===== src/rtl/uart_xbar_pkg.sv =====
// -----------------------------------------------------------------------------
// uart_xbar_pkg
//   Shared constants and small helper functions for the uart_xbar crossbar.
//   CNT_W     : width of the optional per-input drop counters.
//   idx_w()   : width of a binary index into M slots (at least 1 bit).
//   wrap_add(): (base + off) mod m, for base < m and off <= m.
// -----------------------------------------------------------------------------
package uart_xbar_pkg;

   localparam int CNT_W = 16;

   function automatic int idx_w(input int m);
      return (m > 1) ? $clog2(m) : 1;
   endfunction

   function automatic int wrap_add(input int base, input int off, input int m);
      int s;
      s = base + off;
      return (s >= m) ? s - m : s;
   endfunction

endpackage


===== src/rtl/uart_xbar_if.sv =====
// -----------------------------------------------------------------------------
// uart_xbar_if
//   Frame path between the RX cores, the crossbar and the shared-bus TX FIFOs.
//   rx_data  M*W  received frames, input i at [i*W +: W]
//   rx_stb   M    one-cycle strobe per input
//   tx_full  N    per-FIFO full flag
//   tx       W    shared frame bus to all TX FIFOs
//   tx_cke   N    per-FIFO write enable
//   Modports: master = crossbar side, slave = RX cores / TX FIFOs side.
// -----------------------------------------------------------------------------
interface uart_xbar_if #(
   parameter int M = 8,
   parameter int N = 8,
   parameter int W = 8
);
   logic [M*W-1:0] rx_data;
   logic [M-1:0]   rx_stb;
   logic [N-1:0]   tx_full;
   logic [W-1:0]   tx;
   logic [N-1:0]   tx_cke;

   modport master (input rx_data, rx_stb, tx_full, output tx, tx_cke);
   modport slave  (output rx_data, rx_stb, tx_full, input tx, tx_cke);
endinterface


===== src/rtl/uart_xbar_slot.sv =====
// -----------------------------------------------------------------------------
// uart_xbar_slot
//   One-deep frame holding slot for a single crossbar input.
//   clk, reset   clock, synchronous active-high reset
//   rx_stb       new frame strobe;  rx_data  the frame
//   grant        slot is consumed by the arbiter this cycle
//   overrun_clr  clears the sticky overrun flag
//   valid/frame  slot contents;  overrun  sticky frame-lost flag
//   Optional (UART_XBAR_STATS_EN): drop_tgt = per-target drops reported by the
//   top for this cycle; drop_cnt = 16-bit saturating drop counter.
// -----------------------------------------------------------------------------
module uart_xbar_slot
   import uart_xbar_pkg::*;
#(
   parameter int W = 8
) (
   input  logic             clk,
   input  logic             reset,
   input  logic             rx_stb,
   input  logic [W-1:0]     rx_data,
   input  logic             grant,
   input  logic             overrun_clr,
`ifdef UART_XBAR_STATS_EN
   input  logic [CNT_W-1:0] drop_tgt,
   output logic [CNT_W-1:0] drop_cnt,
`endif
   output logic             valid,
   output logic [W-1:0]     frame,
   output logic             overrun
);

   logic load;
   logic lost;

   // A grant frees the slot in the same cycle, so a strobe then still loads.
   assign load = rx_stb && (!valid || grant);
   assign lost = rx_stb && valid && !grant;

   // NOTE: sequential state uses non-blocking assignments only, so every
   // register samples pre-edge values regardless of process ordering.
   always_ff @(posedge clk) begin
      if (reset) begin
         valid   <= 1'b0;
         frame   <= '0;
         overrun <= 1'b0;
      end else begin
         if (load) begin
            valid <= 1'b1;
            frame <= rx_data;
         end else if (grant) begin
            valid <= 1'b0;
         end
         // A new loss outranks a simultaneous clear.
         if (lost)
            overrun <= 1'b1;
         else if (overrun_clr)
            overrun <= 1'b0;
      end
   end

`ifdef UART_XBAR_STATS_EN
   logic [CNT_W:0] cnt_sum;

   assign cnt_sum = {1'b0, drop_cnt} + {1'b0, drop_tgt} + (CNT_W+1)'(lost);

   always_ff @(posedge clk) begin
      if (reset || overrun_clr)
         drop_cnt <= '0;
      else
         drop_cnt <= cnt_sum[CNT_W] ? '1 : cnt_sum[CNT_W-1:0];
   end
`endif

endmodule


===== src/rtl/uart_xbar.sv =====
// -----------------------------------------------------------------------------
// uart_xbar
//   M-input, N-output UART frame crossbar with per-input routing LUT,
//   rotating-priority work-conserving arbiter and registered shared output bus.
//   clk, reset    clock, synchronous active-high reset
//   bus           uart_xbar_if.master: rx_data/rx_stb in, tx_full in,
//                 tx/tx_cke out (registered one cycle after the grant)
//   lut_addr/lut_data/lut_we  routing LUT write port (bit j -> tx port j)
//   overrun       sticky per-input frame-lost flags; overrun_clr clears them
//   BLOCKING=1 holds a frame until all routed FIFOs are non-full;
//   BLOCKING=0 sends to non-full targets and drops the rest.
//   Optional build macro UART_XBAR_STATS_EN adds per-input saturating drop
//   counters read through cnt_sel -> cnt_out (registered, 1-cycle latency).
// -----------------------------------------------------------------------------
module uart_xbar
   import uart_xbar_pkg::*;
#(
   parameter  int M        = 8,
   parameter  int N        = 8,
   parameter  int W        = 8,
   parameter  int BLOCKING = 1,
   localparam int AW       = idx_w(M)
) (
   input  logic             clk,
   input  logic             reset,
   uart_xbar_if.master      bus,
   input  logic [AW-1:0]    lut_addr,
   input  logic [N-1:0]     lut_data,
   input  logic             lut_we,
   output logic [M-1:0]     overrun,
   input  logic             overrun_clr
`ifdef UART_XBAR_STATS_EN
   ,
   input  logic [AW-1:0]    cnt_sel,
   output logic [CNT_W-1:0] cnt_out
`endif
);

   logic [N-1:0]  lut [M];
   logic [W-1:0]  slot_frame [M];
   logic [M-1:0]  valid;
   logic [M-1:0]  elig;
   logic [M-1:0]  grant;
   logic [AW-1:0] ptr;
   logic [AW-1:0] gnt_idx;
   logic [AW-1:0] cand;
   logic          gnt_found;

`ifdef UART_XBAR_STATS_EN
   logic [CNT_W-1:0] drop_tgt [M];
   logic [CNT_W-1:0] drop_cnt [M];
`endif

   // ---------------- input slots ----------------
   for (genvar i = 0; i < M; i++) begin : g_slot
      uart_xbar_slot #(.W(W)) u_slot (
         .clk         (clk),
         .reset       (reset),
         .rx_stb      (bus.rx_stb[i]),
         .rx_data     (bus.rx_data[i*W +: W]),
         .grant       (grant[i]),
         .overrun_clr (overrun_clr),
`ifdef UART_XBAR_STATS_EN
         .drop_tgt    (drop_tgt[i]),
         .drop_cnt    (drop_cnt[i]),
`endif
         .valid       (valid[i]),
         .frame       (slot_frame[i]),
         .overrun     (overrun[i])
      );
   end

   // ---------------- routing LUT ----------------
   // NOTE: the LUT array is reset explicitly because "nothing routed" after
   // reset is functional behaviour, not just initialisation.
   always_ff @(posedge clk) begin
      if (reset) begin
         for (int i = 0; i < M; i++)
            lut[i] <= '0;
      end else if (lut_we) begin
         // Decoding by compare means addresses >= M never match a row.
         for (int i = 0; i < M; i++)
            if (lut_addr == AW'(i))
               lut[i] <= lut_data;
      end
   end

   // ---------------- eligibility and arbitration ----------------
   // NOTE: every always_comb output gets a default before any branch, so no
   // path leaves a variable unassigned and no latch is inferred.
   always_comb begin
      elig = '0;
      for (int i = 0; i < M; i++)
         elig[i] = valid[i] && (BLOCKING == 0 || (lut[i] & bus.tx_full) == '0);
   end

   // First eligible slot at or after ptr, wrapping; blocked slots are skipped.
   always_comb begin
      gnt_found = 1'b0;
      gnt_idx   = ptr;
      cand      = ptr;
      for (int k = 0; k < M; k++) begin
         cand = AW'(wrap_add(int'(ptr), k, M));
         if (!gnt_found && elig[cand]) begin
            gnt_found = 1'b1;
            gnt_idx   = cand;
         end
      end
   end

   always_comb begin
      grant = '0;
      if (gnt_found)
         grant[gnt_idx] = 1'b1;
   end

   always_ff @(posedge clk) begin
      if (reset)
         ptr <= '0;
      else if (gnt_found)
         ptr <= AW'(wrap_add(int'(gnt_idx), 1, M));
   end

   // ---------------- output register ----------------
   // The LUT row is read before the edge, so a same-cycle write to the
   // granted row only affects later frames.
   always_ff @(posedge clk) begin
      if (reset) begin
         bus.tx     <= '0;
         bus.tx_cke <= '0;
      end else if (gnt_found) begin
         bus.tx     <= slot_frame[gnt_idx];
         bus.tx_cke <= (BLOCKING != 0) ? lut[gnt_idx] : (lut[gnt_idx] & ~bus.tx_full);
      end else begin
         bus.tx_cke <= '0;
      end
   end

`ifdef UART_XBAR_STATS_EN
   // ---------------- drop statistics ----------------
   logic [CNT_W-1:0] cnt_mux;

   // Targets skipped because they were full count as drops in non-blocking mode.
   always_comb begin
      for (int i = 0; i < M; i++) begin
         drop_tgt[i] = '0;
         if (grant[i] && BLOCKING == 0)
            drop_tgt[i] = CNT_W'($countones(lut[i] & bus.tx_full));
      end
   end

   always_comb begin
      cnt_mux = '0;
      for (int i = 0; i < M; i++)
         if (cnt_sel == AW'(i))
            cnt_mux = drop_cnt[i];
   end

   always_ff @(posedge clk) begin
      if (reset)
         cnt_out <= '0;
      else
         cnt_out <= cnt_mux;
   end
`endif

endmodule


===== src/flat_wrapper.sv =====
// flat-port wrapper written by rule: the top's interface ports become plain ports
module uart_xbar_flat import uart_xbar_pkg::*;
#(
   parameter  int M        = 8,
   parameter  int N        = 8,
   parameter  int W        = 8,
   parameter  int BLOCKING = 1,
   localparam int AW       = idx_w(M)
)
  (clk, reset, lut_addr, lut_data, lut_we, overrun, overrun_clr, bus_rx_data, bus_rx_stb, bus_tx_full, bus_tx, bus_tx_cke);
  uart_xbar_if #(.M(M), .N(N), .W(W)) bus_i ();
  input  logic clk;
  input  logic reset;
  input  logic [AW-1:0] lut_addr;
  input  logic [N-1:0] lut_data;
  input  logic lut_we;
  output logic [M-1:0] overrun;
  input  logic overrun_clr;
  input wire logic [$bits(bus_i.rx_data)-1:0] bus_rx_data;
  input wire logic [$bits(bus_i.rx_stb)-1:0] bus_rx_stb;
  input wire logic [$bits(bus_i.tx_full)-1:0] bus_tx_full;
  output wire logic [$bits(bus_i.tx)-1:0] bus_tx;
  output wire logic [$bits(bus_i.tx_cke)-1:0] bus_tx_cke;
  assign bus_i.rx_data = bus_rx_data;
  assign bus_i.rx_stb = bus_rx_stb;
  assign bus_i.tx_full = bus_tx_full;
  assign bus_tx = bus_i.tx;
  assign bus_tx_cke = bus_i.tx_cke;
  uart_xbar #(.M(M), .N(N), .W(W), .BLOCKING(BLOCKING)) u_core (.clk(clk), .reset(reset), .bus(bus_i), .lut_addr(lut_addr), .lut_data(lut_data), .lut_we(lut_we), .overrun(overrun), .overrun_clr(overrun_clr));
endmodule

===== config.mk =====
export PLATFORM = sky130hd
export DESIGN_NAME = uart_xbar_flat
export DESIGN_NICKNAME = d
export VERILOG_FILES = /design/src/rtl/uart_xbar_pkg.sv /design/src/rtl/uart_xbar_if.sv /design/src/rtl/uart_xbar_slot.sv /design/src/rtl/uart_xbar.sv /design/src/flat_wrapper.sv
export SDC_FILE = /design/constraint.sdc
export NUM_CORES = 1
export LEC_CHECK = 0
export BUFFER_PORTS_ARGS = -buffer_cell sky130_fd_sc_hd__buf_2
export CAP_MARGIN = 20
export CORE_MARGIN = 5
export CORE_UTILIZATION = 33
export CTS_CLUSTER_SIZE = 28
export DETAILED_ROUTE_END_ITERATION = 7
export PLACE_DENSITY_LB_ADDON = 0.1
export SKIP_LAST_GASP = 1
export SYNTH_ARGS = -nofsm -noshare
export SYNTH_HDL_FRONTEND = slang
export SYNTH_SLANG_ARGS = --single-unit

===== constraint.sdc =====
create_clock -name clk -period 6.4 [get_ports clk]
set_input_delay 0.96 -clock clk [delete_from_list [all_inputs] [get_ports clk]]
set_output_delay 0.96 -clock clk [all_outputs]
set_load 0.005 [all_outputs]

After elaboration in Yosys (flattened, before gate mapping)
Memory sizes are Yosys's and may differ from the RTL's. A register that Yosys moved wholly into a read port is not among the register bits. Index checks and enable logic that the tools add are counted.

Magnitude comparators: 20. Equality and inequality tests: 7. Bitwise operators: 18. Reductions and logical operators: 97. Add/subtract/negate cells: 17. Mux-type cells: 114.

Operator list (number): 8-bit two-way mux (11); 1-bit two-way mux (76); 8-bit bitwise AND (8); 8-bit zero test (8); 3-bit two-way mux (17); 1-bit logical AND (40); 4-bit >= comparator, second input constant (9); 3-bit by 4-bit < comparator with 1-bit output, second input constant (9); 2-bit nonzero test (16); 3-bit by 1-bit subtractor with 3-bit output, second input constant (9); 1-bit binary-select mux with 3-bit select (8); 8-bit binary-select mux with 3-bit select (1); 1-bit zero test (23); 3-bit by 3-bit adder with 4-bit output, second input constant (4); 3-bit == test, second input constant (4); 3-bit by 1-bit adder with 4-bit output, second input constant (2); 3-bit by 2-bit adder with 4-bit output, second input constant (2); 1-bit logical OR (8); 1-bit OR (8); 3-bit by 2-bit == test with 1-bit output, second input constant (2); 3-bit by 4-bit >= comparator with 1-bit output, second input constant (1); 3-bit NOT with 4-bit output (1); 1-bit demux with 3-bit select (1); 3-bit by 1-bit == test with 1-bit output, second input constant (1); other kinds (4) (4).

Bits in registers: 91. Input bits: 95. Bits in writable memories: 64. Output and inout port bits: 24. Logic and storage cells: 300. Memories: 1.

Memories: u_core.lut (words 8, width 8, read ports 9, clocked after memory_dff 1, wr ports 8, line uart_xbar.sv:39) `logic [N-1:0] lut [M];`.

Logic depth before layout (Yosys ltp)
An unclocked memory read counts as a cell.

Word-level depth: 36. Mapped depth: 21. Mapped depth without buffers: 15.

Cells and area by module
From an unflattened synthesis, not the netlist that was laid out.

Cells, all modules: 851. Area, all modules: 9072.5 um2.

Modules (own cells, without submodules): uart_xbar (instances 1, cells an instance 507, area each 5539.1 um2, seq. area each 2302.2 um2); uart_xbar_slot (instances 8, cells an instance 43, area each 441.7 um2, seq. area each 200.2 um2).

Worst setup path after synthesis
No wires, ideal clock.

Kind: reg-to-reg. Start: register u_core.ptr[0]. End: register u_core.ptr[2]. Period minus slack after synthesis: 4.894 ns. Buffers on the path: 7. Cell stages (with the launch flop): 21. Required time: 6.272 ns. Library setup time: 0.128 ns. Arrival: 4.767 ns. Setup slack: 1.506 ns. Cell sequence: dfxtp_1 -> clkbuf_1 -> inv_1 -> clkbuf_1 -> clkbuf_1 -> ha_1 -> clkbuf_1 -> buf_1 -> nor3_1 -> a211oi_1 -> or4_1 -> a22oi_1 -> mux2_2 -> buf_2 -> nor2_2 -> inv_2 -> clkbuf_1 -> ha_1 -> xnor2_1 -> a21oi_1 -> nor2_1.

Word-level cells in the longest chain between the ends: 29. Elaborated cells on any way between the ends: 81. Classes of those cells: 17 x add/sub; 9 x order compare; 41 x mux; 14 x reduce/logical.

RTL lines: from (decl) (line uart_xbar.sv:44) `logic [AW-1:0] ptr;`; from (signal assigned) (line uart_xbar.sv:121) `ptr <= AW'(wrap_add(int'(gnt_idx), 1, M));`; branches (longest 29 deep; another with 3-bit by 1-bit adder with 4-bit output).

Several ways; the timed one is not identified. The select of a mux whose other input is x is not followed. A chain may end at the register's enable or synchronous reset.

Worst setup path after layout
Start: register u_core.ptr[0]. End: register u_core.g_slot[4].u_slot.frame[5].

Word-level cells in the longest chain between the ends: 33. Elaborated cells on any way between the ends: 85. Classes of those cells: 15 x add/sub; 10 x order compare; 43 x mux; 17 x reduce/logical.

RTL lines: branches (longest 30 deep; another with 3-bit by 1-bit adder with 4-bit output); 8-bit two-way mux (*) (line uart_xbar.sv:113) `if (gnt_found)`; 1-bit logical OR (*) (line uart_xbar_slot.sv:36) `assign load = rx_stb && (!valid || grant);`; 1-bit logical AND (*) (line uart_xbar_slot.sv:36); to (signal assigned) (line uart_xbar_slot.sv:49) `frame <= rx_data;`; to (decl) (line uart_xbar_slot.sv:28) `output logic [W-1:0] frame,`.

Every way passes the cells marked *. The select of a mux whose other input is x is not followed.

==> impl_metrics.csv <==
group,metric,value,unit
clock_tree,cts_setup_buffers,0,
worst_setup_path,critical_path.slowest_cell,"a2111oi_0",
clock_tree,cts_resized,0,
clock_tree,clk_latency,0.44,ns
clock_tree,cts-htree-levels,4,
power_and_ir_drop,p_total,6.61,mW
clock_tree,cts_buffer_depth,2,
grt,met2_usage,32.0,%
clock_tree,ctsHoldBuffers,0,
synth,seq_area_frac_synth,41.8,%
timing,drv_slew,0,
worst_setup_path,arrival,5.93,ns
synth,ys_warn_count,0,
drt,wl_per_cell,22.0,um
timing,setup_viol,0,
synth,synth_cells,1032,
clock_tree,cts_buffers,17,
synth,avgSynthCellArea,9.05,um^2
synth,synth.distinct_cells,72,
floorplan,fp.dieW,178,um
worst_setup_path,reg2reg_from,"u_core.ptr[0]",
layout,diodes,0,
clock_tree,clock_sinks,163,
synth,syn-num-nets,1130,
layout,layout.nets,1205,
worst_setup_path,worstSetupStartpointType,"register",
synth,synth_edf_count,64,
drt,drc,0,
layout,post-route-util,38.8,%
drt,ant_nets,0,
run,cap_viol_max_count,0,
worst_setup_path,r2r_end,"u_core.g_slot[4].u_slot.frame[5]",
power_and_ir_drop,ir_drop,0.410,mV
drt,dr_total_vias,8463,
drt,dr.pass1.iters,6,
synth,synth-seq-cells,163,
clock_tree,path_clk_slew,0.07,ns
grt,grt_util_met1,28.5,%
worst_setup_path,rrSetupSlack,0.83,ns
grt,grt_use_met3,3.18,%
worst_setup_path,critPathMaxStageDelay,0.59,ns
floorplan,rows,61,
hold_path,worstHoldPathType,"reg -> reg",
layout,multi_input_comb_area,4940,um^2
grt,grt_pass1_vias,8248,
floorplan,io_pins,119,
synth,async_flop_share,0,%
worst_setup_path,critPathRequiredTime,6.76,ns
layout,fillers,2841,
layout,seq_area,3900,um^2
worst_setup_path,worstSetupPathType,"reg -> reg",
power_and_ir_drop,powerDensity,612,nW/um^2
worst_setup_path,critPathMaxFanout,53,
timing,worst_slew_pin_slew,0.975,ns
drt,via_per_inst,5.65,
worst_setup_path,crit_top_cell,"buf_4",
synth,synthFlopType,"dfxtp_1",
timing,max_slew_margin,34.8,%
placement,place_congestion,0.914,
grt,grt_busiest_layer,"met2",
timing,rsz0062_at_grt,"no",
timing,fin_crit_sh,87.0,%
layout,drive_above_1_share,21.4,%
drt,drt_wl_total,33.0,mm
worst_setup_path,cp_top_family,"simple AND/OR/NAND/NOR gates",
timing,final_hold_viol_count,0,
drt,first_iter_violations,802,
synth,mappedNetlistArea,9340,um^2
placement,port-buffer-count,118,
clock_tree,cts_tree,"built",
timing,fmax,180,MHz
grt,grt_usage,20.6,%
floorplan,die_h,178,um
worst_setup_path,worstPathCellList,"buf_4 -> ha_1 -> xor2_1 -> nor3_1 -> a2111oi_0 -> nor4_1 -> buf_4 -> nor2_1 -> nor4b_1 -> o41a_4 -> inv_2 -> o31ai_1 -> buf_4 -> and2_1 -> mux2i_1",
timing,period_minus_slack,5.57,ns
timing,setup_tns,0,ns
grt,overflow,0,
grt,grt_max_degree,84,
worst_setup_path,ff2ff_path_depth,15,
worst_setup_path,path_buf_inv,4,
placement,post-dp-hpwl,24.7,mm
power_and_ir_drop,leakagePower,4.23,nW
worst_setup_path,worstSetupEndpointType,"register",
floorplan,dieArea,31800,um^2
clock_tree,clockRootBuffer,"clkbuf_16",
floorplan,initial_utilization,33.5,%
grt,antenna_found_initial,0,
worst_setup_path,startpoint,"u_core.ptr[0]",
floorplan,fp.coreArea,27900,um^2
worst_setup_path,cp.depth,15,
timing,fin_skew,0.0147,ns
status,status,"complete, no violations",
layout,syn_to_final_growth,15.8,%
grt,grt_pass1_wl,50.1,mm
worst_setup_path,endpoint,"u_core.g_slot[4].u_slot.frame[5]",
metrics by stage:
stage / hold slack (ns) / cells / cell area (um^2) / worst slack (ns)
2_1_floorplan: 0.426 / 1032 / 9340 / 1.51
3_3_place_gp: 0.445 / 1466 / 10200 / 0.825
3_5_place_dp: 0.444 / 1466 / 10200 / 0.839
4_1_cts: 0.462 / 1498 / 10800 / 0.936
5_1_grt: 0.469 / 1498 / 10800 / 0.413
6_report: 0.461 / 1498 / 10800 / 0.832
sequential cells by signal, indices dropped and copies added (netlist names):
| signal | count |
|---|---|
| u_core.bus.tx | 8 |
| u_core.ptr | 3 |
| u_core.bus.tx_cke | 8 |
| u_core.g_slot.u_slot.valid | 8 |
| u_core.lut | 64 |
| u_core.g_slot.u_slot.overrun | 8 |
| u_core.g_slot.u_slot.frame | 64 |
layout by cell type (no fill, tap or decap), types with 11 or more instances in the layout:
cell / count
nand2_1: 198
buf_2: 118
dfxtp_1: 99
nor2_1: 96
mux2i_1: 86
edfxtp_1: 64
a21oi_1: 34
nor3_1: 31
inv_1: 25
mux2_2: 23
nand3_1: 22
a22oi_1: 22
a221oi_1: 20
buf_4: 20
clkbuf_16: 18
a31o_2: 15
o31ai_1: 14
a211oi_1: 14
o21ai_0: 13
a222oi_1: 11
cells in the mapped netlist (all sizes together) (4+ instances only):
cell type | n | area share, %
nand4 | 10 | 0.67
or2 | 9 | 0.60
o22ai | 11 | 0.74
mux4 | 8 | 1.9
a22oi | 24 | 2.1
nand3 | 22 | 1.2
o31ai | 14 | 1.1
mux2i | 86 | 9.2
o211ai | 8 | 0.64
clkbuf | 55 | 2.2
nand2b | 5 | 0.34
mux2 | 23 | 2.8
a31o | 15 | 1.4
a21oi | 37 | 2.3
nor3 | 31 | 1.7
edfxtp | 64 | 21
o21a | 4 | 0.32
buf | 27 | 1.8
o2111ai | 10 | 0.94
nor4 | 6 | 0.40
dfxtp | 99 | 21
a32o | 9 | 0.96
inv | 30 | 1.2
nand2 | 198 | 8.0
xnor2 | 5 | 0.47
o21ai | 14 | 0.75
o32ai | 6 | 0.56
or3 | 4 | 0.27
a221oi | 21 | 2.0
a2111oi | 8 | 0.75
and2 | 6 | 0.43
a211oi | 14 | 1.1
a222oi | 11 | 1.2
nor2 | 97 | 3.9
area by class of cell:
class / count / area share, %
multi-input combinational: 755 / 45.8
tap: 378 / 4.38
clock buffer: 19 / 4.29
sequential: 163 / 36.1
timing repair buffer: 138 / 6.85
clock inverter: 13 / 1.47
inverter: 32 / 1.13
how the worst min path moves through the flow:
stage                                            end                              from  slack, ns  cells past startpoint
floorplan            u_core.g_slot[3].u_slot.overrun   u_core.g_slot[3].u_slot.overrun       0.43                      2
global placement    u_core.g_slot[4].u_slot.frame[0]  u_core.g_slot[4].u_slot.frame[0]       0.44                      2
detailed placement   u_core.g_slot[3].u_slot.overrun   u_core.g_slot[3].u_slot.overrun       0.44                      2
CTS                 u_core.g_slot[0].u_slot.frame[4]  u_core.g_slot[0].u_slot.frame[4]       0.46                      2
global route        u_core.g_slot[4].u_slot.frame[0]  u_core.g_slot[4].u_slot.frame[0]       0.47                      2
finish              u_core.g_slot[4].u_slot.frame[0]  u_core.g_slot[4].u_slot.frame[0]       0.46                      2
power breakdown:
part	leakage (nW)	switching (mW)	total, mW	internal (mW)
clock network	0.307	0.473	1.10	0.623
registers	1.44	0.160	1.44	1.28
logic	2.49	2.54	4.08	1.54
total	4.23	3.17	6.61	3.44
worst reg2reg max path, stage by stage, from the launching register on:
cell	delay, ns
dfxtp_1	0.33
buf_4	0.49
ha_1	0.56
xor2_1	0.52
nor3_1	0.14
a2111oi_0	0.59
nor4_1	0.11
buf_4	0.18
nor2_1	0.11
nor4b_1	0.43
o41a_4	0.40
inv_2	0.23
o31ai_1	0.36
buf_4	0.19
and2_1	0.58
mux2i_1	0.28
kinds of logic (layout without fill, tap and decap cells):
| kind of cell | count (synthesis) | count (layout) | share of synthesized area [%] |
|---|---|---|---|
| AO/OA/AOI/OAI | 233 | 233 | 19.9 |
| XOR/XNOR | 7 | 7 | 0.657 |
| adder cells (fa/ha/maj) | 3 | 3 | 0.402 |
| buffers and inverters | 114 | 202 | 5.29 |
| flip-flops | 163 | 163 | 41.8 |
| multiplexers | 117 | 117 | 13.9 |
| AND/OR/NAND/NOR | 395 | 395 | 18.0 |
routing by layer:
layer  vias up  part of all wire (%)
li1       3977                     -
met1      4089                    45
met2       333                    45
met3        64                   5.2
met4         0                   3.9
met5         -                     0
Power figures use the tool's default switching activity.
